**config.mk**
```make
export PLATFORM = sky130hd
export DESIGN_NAME = scan_sel_seq
export DESIGN_NICKNAME = d
export VERILOG_FILES = /design/src/rtl/scan_pkg.sv /design/src/rtl/scan_prescaler.sv /design/src/rtl/scan_sel_seq.sv
export SDC_FILE = /design/constraint.sdc
export NUM_CORES = 1
export LEC_CHECK = 0
export CAP_MARGIN = 20
export CORE_UTILIZATION = 56
export DETAILED_ROUTE_END_ITERATION = 8
export PLACE_DENSITY = 0.78
export SYNTH_ARGS = -nofsm -noshare
export SYNTH_HDL_FRONTEND = slang
export SYNTH_SLANG_ARGS = --single-unit
```
**constraint.sdc**
```tcl
create_clock -name CLK -period 2.5 [get_ports CLK]
set_clock_uncertainty 0.15 [all_clocks]
set_input_delay 0.625 -clock CLK [delete_from_list [all_inputs] [get_ports CLK]]
set_output_delay 0.625 -clock CLK [all_outputs]
set_load 0.05 [all_outputs]
```
**src/rtl/scan_pkg.sv**
```systemverilog
// Shared definitions for the scan select sequencer: state encoding, default
// timing and the wrap-around next-digit search.
package scan_pkg;

    typedef enum logic [1:0] {
        ST_IDLE  = 2'd0,
        ST_BLANK = 2'd1,
        ST_SHOW  = 2'd2
    } state_t;

    localparam int DEF_DIV_W     = 16;
    localparam int DEF_DIV_MAX   = 49999;
    localparam int DEF_BLANK_CYC = 4;

    // Smallest enabled digit above sel, else wrap to the smallest enabled digit.
    function automatic logic [1:0] next_sel(input logic [1:0] sel, input logic [3:0] mask);
        logic [1:0] r;
        logic       hit;
        r   = 2'd0;
        hit = 1'b0;
        for (int j = 3; j >= 0; j--) begin
            if (mask[j] && (j > int'(sel))) begin
                r   = 2'(j);
                hit = 1'b1;
            end
        end
        if (!hit) begin
            for (int j = 3; j >= 0; j--) begin
                if (mask[j]) begin
                    r = 2'(j);
                end
            end
        end
        return r;
    endfunction

    // Nothing lies above digit 3, so the search always wraps to the lowest set bit.
    function automatic logic [1:0] first_sel(input logic [3:0] mask);
        return next_sel(2'd3, mask);
    endfunction

endpackage

```
**src/rtl/scan_prescaler.sv**
```systemverilog
// Dwell counter for free-run scanning: counts while run is high and emits a
// one-clock tick on the last clock of each DIV_MAX+1 clock dwell.
module scan_prescaler #(
    parameter int DIV_W   = 16,
    parameter int DIV_MAX = 49999
) (
    input  logic clk,
    input  logic srst,
    input  logic clr,
    input  logic run,
    output logic tick
);

    logic [DIV_W-1:0] cnt_q;
    logic [DIV_W-1:0] cnt_d;
    logic             at_max;

    assign at_max = (cnt_q == DIV_W'(DIV_MAX));
    assign tick   = run && !clr && at_max;

    always_comb begin
        cnt_d = cnt_q;
        if (clr) begin
            cnt_d = '0;
        end else if (run) begin
            cnt_d = at_max ? '0 : cnt_q + 1'b1;
        end
    end

    always_ff @(posedge clk) begin
        if (srst) begin
            cnt_q <= '0;
        end else begin
            cnt_q <= cnt_d;
        end
    end

endmodule

```
**src/rtl/scan_sel_seq.sv**
```systemverilog
// Scan sequencer driving a 2-to-4 decoder's select pair and active-low enable,
// with masked digits skipped and blanking dead time around every select change.
module scan_sel_seq
    import scan_pkg::*;
#(
    parameter int DIV_W     = DEF_DIV_W,
    parameter int DIV_MAX   = DEF_DIV_MAX,
    parameter int BLANK_CYC = DEF_BLANK_CYC
) (
    input  logic       CLK,
    input  logic       RESET,
    input  logic       EN,
    input  logic       MODE,
    input  logic       STEP,
    input  logic [3:0] MASK,
    output logic       A,
    output logic       B,
    output logic       G_L,
    output logic       FRAME
);

    state_t     state_q, state_d;
    logic [1:0] sel_q, sel_d;
    logic [1:0] target_q, target_d;
    logic [3:0] blank_cnt_q, blank_cnt_d;
    logic       gl_q, gl_d;
    logic       frame_q, frame_d;
    logic       step_q;

    logic       tick;
    logic       step_rise;
    logic       advance;
    logic [1:0] adv_target;
    logic       div_clr;
    logic       div_run;

    assign step_rise  = STEP && !step_q;
    assign adv_target = next_sel(sel_q, MASK);
    // Divider only runs while a digit is shown in free-run; otherwise it sits at zero.
    assign div_run    = (state_q == ST_SHOW) && !MODE;
    assign div_clr    = !div_run;

    scan_prescaler #(
        .DIV_W  (DIV_W),
        .DIV_MAX(DIV_MAX)
    ) u_prescaler (
        .clk (CLK),
        .srst(RESET),
        .clr (div_clr),
        .run (div_run),
        .tick(tick)
    );

    always_comb begin
        advance = 1'b0;
        if (state_q == ST_SHOW) begin
            if (!MASK[sel_q]) begin
                advance = 1'b1;
            end else if (!MODE) begin
                advance = tick;
            end else begin
                advance = step_rise;
            end
        end
    end

    always_comb begin
        state_d     = state_q;
        sel_d       = sel_q;
        target_d    = target_q;
        blank_cnt_d = blank_cnt_q;
        frame_d     = 1'b0;
        if (!EN || (MASK == 4'b0000)) begin
            state_d     = ST_IDLE;
            blank_cnt_d = 4'd0;
        end else begin
            unique case (state_q)
                ST_IDLE: begin
                    state_d     = ST_BLANK;
                    target_d    = first_sel(MASK);
                    blank_cnt_d = 4'd0;
                    frame_d     = 1'b1;
                end
                ST_BLANK: begin
                    // Select moves only after G_L has been high for a full clock.
                    if (blank_cnt_q == 4'd0) begin
                        sel_d = target_q;
                    end
                    if (blank_cnt_q == 4'(BLANK_CYC - 1)) begin
                        state_d     = ST_SHOW;
                        blank_cnt_d = 4'd0;
                    end else begin
                        blank_cnt_d = blank_cnt_q + 4'd1;
                    end
                end
                ST_SHOW: begin
                    if (advance) begin
                        state_d     = ST_BLANK;
                        target_d    = adv_target;
                        blank_cnt_d = 4'd0;
                        frame_d     = (adv_target <= sel_q);
                    end
                end
                default: begin
                    state_d = ST_IDLE;
                end
            endcase
        end
        gl_d = (state_d != ST_SHOW);
    end

    always_ff @(posedge CLK) begin
        if (RESET) begin
            state_q     <= ST_IDLE;
            sel_q       <= 2'd0;
            target_q    <= 2'd0;
            blank_cnt_q <= 4'd0;
            gl_q        <= 1'b1;
            frame_q     <= 1'b0;
            step_q      <= 1'b0;
        end else begin
            state_q     <= state_d;
            sel_q       <= sel_d;
            target_q    <= target_d;
            blank_cnt_q <= blank_cnt_d;
            gl_q        <= gl_d;
            frame_q     <= frame_d;
            step_q      <= STEP;
        end
    end

    assign A     = sel_q[0];
    assign B     = sel_q[1];
    assign G_L   = gl_q;
    assign FRAME = frame_q;

endmodule

```
==> impl_metrics.csv <==
group,metric,value,unit
run_status,outcome,"complete, no violations",
worst_setup_path,crit_buf_inv,1,
timing,fmax,410,MHz
cells_and_area,fillers,206,
cts,cts_sinks,29,
global_routing,use_met2,0.415,
cts,tritoncts,"built",
cells_and_area,drive_gt1_frac,0.107,
timing,setup_viol,0,
synth,postSynthAreaPerCell,8.58,sq um
floorplanning,start_util,0.594,
timing,tns,0,ns
cells_and_area,final-seq-area,581,sq um
pwr,cellLeakagePower,0.679,nW
timing,timing.final.crit_share,0.976,
place,place_inst,219,
cts,clockRootBuffer,"clkbuf_4",
global_routing,use_met3,0.0948,
timing,hold_viol_final,0,
global_routing,top_usage_layer,"met2",
cts,post_cts_resized,0,
cts,numCtsBuffers,5,
synth,synth_area_leaders,"dfxtp_1 39%, nor2_1 6.6%, xor2_1 4.7%, ha_1 4.2%, nand2_1 3.3%",
worst_setup_path,critPathRequiredTime,1.73,ns
timing,rsz0062_at_grt,"no",
cts,path_clk_slew,0.09,ns
cells_and_area,antenna_cells,0,
synth,synth_top_area_frac,0.391,
drt,first_pass_iters,4,
drt,drt_iter0_markers,24,
cells_and_area,syn_to_final_growth,17.9,%
drt,drcViolationCount,0,
cells_and_area,multi_input_area,857,sq um
timing,maxSlewHeadroom,0.662,
timing,worst_slew_pin_slew,0.506,ns
worst_setup_path,max_stage_delay,0.86,ns
global_routing,overflow,0,
synth,synth_nets,187,
global_routing,grt_usage,0.241,
cts,cts_hold_buffers,0,
worst_setup_path,reg2reg_from,"u_prescaler.cnt_q[0]",
worst_setup_path,cp-start-kind,"flop",
drt,final_antenna_net_count,0,
synth,syn_area,1490,sq um
floorplanning,die-height,53.5,um
global_routing,antenna_found_initial,0,
floorplanning,rows,18,
cts,cts.htree.levels,2,
worst_setup_path,crit_chain,"clkdlybuf4s50_1",
worst_setup_path,critPathLaunch,"sel_q[1]",
floorplanning,die_x,53.5,um
floorplanning,dieArea,2860,sq um
timing,period_needed,2.44,ns
timing,slew_violations,0,
synth,ys_warn_count,0,
worst_setup_path,crit_fanout,8,
cells_and_area,final_cell_mix,"29 x dfxtp_1, 26 x nor2_1, 13 x nand2_1",
global_routing,grt_pass1_vias,1165,
global_routing,grt_max_degree,16,
pwr,powerDensity,498,nW/um^2
floorplanning,ios,13,
synth,synth_cell_types,42,
cts,ctsLongestPathBuffers,2,
cells_and_area,instances_no_fill,227,
global_routing,grt_pass1_wl,4.83,mm
hold_path,hold_start,"u_prescaler.cnt_q[0]",
worst_setup_path,crit_arrival,1.66,ns
synth,synth-seq-area-share,0.391,
place,portBuffers,12,
pwr,peakVddDrop,453,uV
place,dp_hpwl,2.18,mm
drt,wl_per_cell,13.0,um
worst_setup_path,cp-end-kind,"output port",
floorplanning,core_area,2500,sq um
cts,postCtsSetupBuffers,0,
worst_setup_path,path_class,"flop to output port",
cells_and_area,final_common_cell,"dfxtp_1",
run,drv_cap,0,
global_routing,grt_use_met1,0.267,
synth,synth-seq-cells,29,
cts,clock_latency,0.33,ns
drt,via_count,1288,
drt,wl,2.95,mm
worst_setup_path,crit_family,"buffers and inverters",
synth,syn-instance-count,173,
place,gp_congestion,0.886,
hold_path,hold_class,"flop to flop",
worst_setup_path,cp_slowest_cell,"clkdlybuf4s50_1",
drt,viasPerCell,5.67,
cells_and_area,nets,210,
synth,yosysTopAreaCell,"dfxtp_1",
timing,holdWs,0.323,ns
-- routing by layer --
metal  wire, um  share of wire
met4         45          0.015
met2       1500           0.51
met5          0              0
met1       1310           0.45
met3         92          0.031
-- stage by stage --
stage               total power [mW]  cell area (sq um)  setup slack, ns  utilization
finish                         0.871               1750           0.0605        0.700
global route                   0.907               1750          0.00352        0.700
CTS                            0.879               1750           0.0190        0.699
detailed placement             0.551               1680           -0.159        0.671
global placement               0.549               1680          -0.0937        0.671
floorplan                      0.516               1490            0.396            -
-- report_power, final --
| group | total [mW] | switching, mW | leakage [nW] | internal, mW |
|---|---|---|---|---|
| Combinational | 0.0699 | 0.0351 | 0.403 | 0.0347 |
| Sequential | 0.470 | 0.00401 | 0.235 | 0.466 |
| Clock | 0.331 | 0.168 | 0.0413 | 0.163 |
| Total | 0.871 | 0.207 | 0.679 | 0.664 |
-- synth_stat cells (all sizes together) --
cell     n
a21oi   10
inv     10
and4     1
xnor2    5
mux2i    3
nand3    9
or3      1
nor4b    2
nor3     3
a221oi   1
nand2b   2
xor2     8
a31o     2
nor2b    5
o21a     1
a211oi   1
and4bb   1
dfxtp   29
nor2    26
a32o     1
ha       5
nand4b   1
and2     2
o41ai    1
nand2   14
o21ai    9
and3     6
buf      2
nand4    5
a22o     1
nor4bb   1
mux4     1
o211ai   1
o2111a   1
o211a    1
a211o    1
-- area by class of cell --
type | count | share of cell area
Sequential cell | 29 | 0.332
Clock inverter | 1 | 0.00286
Multi-Input combinational cell | 132 | 0.490
Inverter | 10 | 0.0214
Tap cell | 30 | 0.0214
Timing Repair Buffer | 18 | 0.0958
Clock buffer | 7 | 0.0372
-- state kept, by name, indices dropped and copies added, names as in the netlist --
| name | flops |
|---|---|
| FRAME | 1 |
| G_L | 1 |
| blank_cnt_q | 4 |
| sel_q | 2 |
| state_q | 2 |
| step_q | 1 |
| target_q | 2 |
| u_prescaler.cnt_q | 16 |
-- logic make-up (layout without fill, tap and decap cells) --
family | Yosys count | in the layout | share of synthesized area
and+or+nand+nor | 79 | 79 | 0.275
muxes | 4 | 4 | 0.0354
AOI/OAI and AO/OA | 31 | 31 | 0.148
xor gates and xnor gates | 13 | 13 | 0.0767
DFF | 29 | 29 | 0.391
adders and majority gates | 5 | 5 | 0.0421
buffers and inverters | 12 | 36 | 0.0320
-- path summary, 6_finish.rpt --
check | endpoint | slack (ns) | cells past startpoint
worst max register to register | blank_cnt_q[0] | 0.52 | 6
worst min-delay path | u_prescaler.cnt_q[0] | 0.32 | 1
worst max-delay path | B | 0.06 | 1
worst min register to register | u_prescaler.cnt_q[0] | 0.32 | 1
No activity file was read; power rests on OpenSTA's default activity.
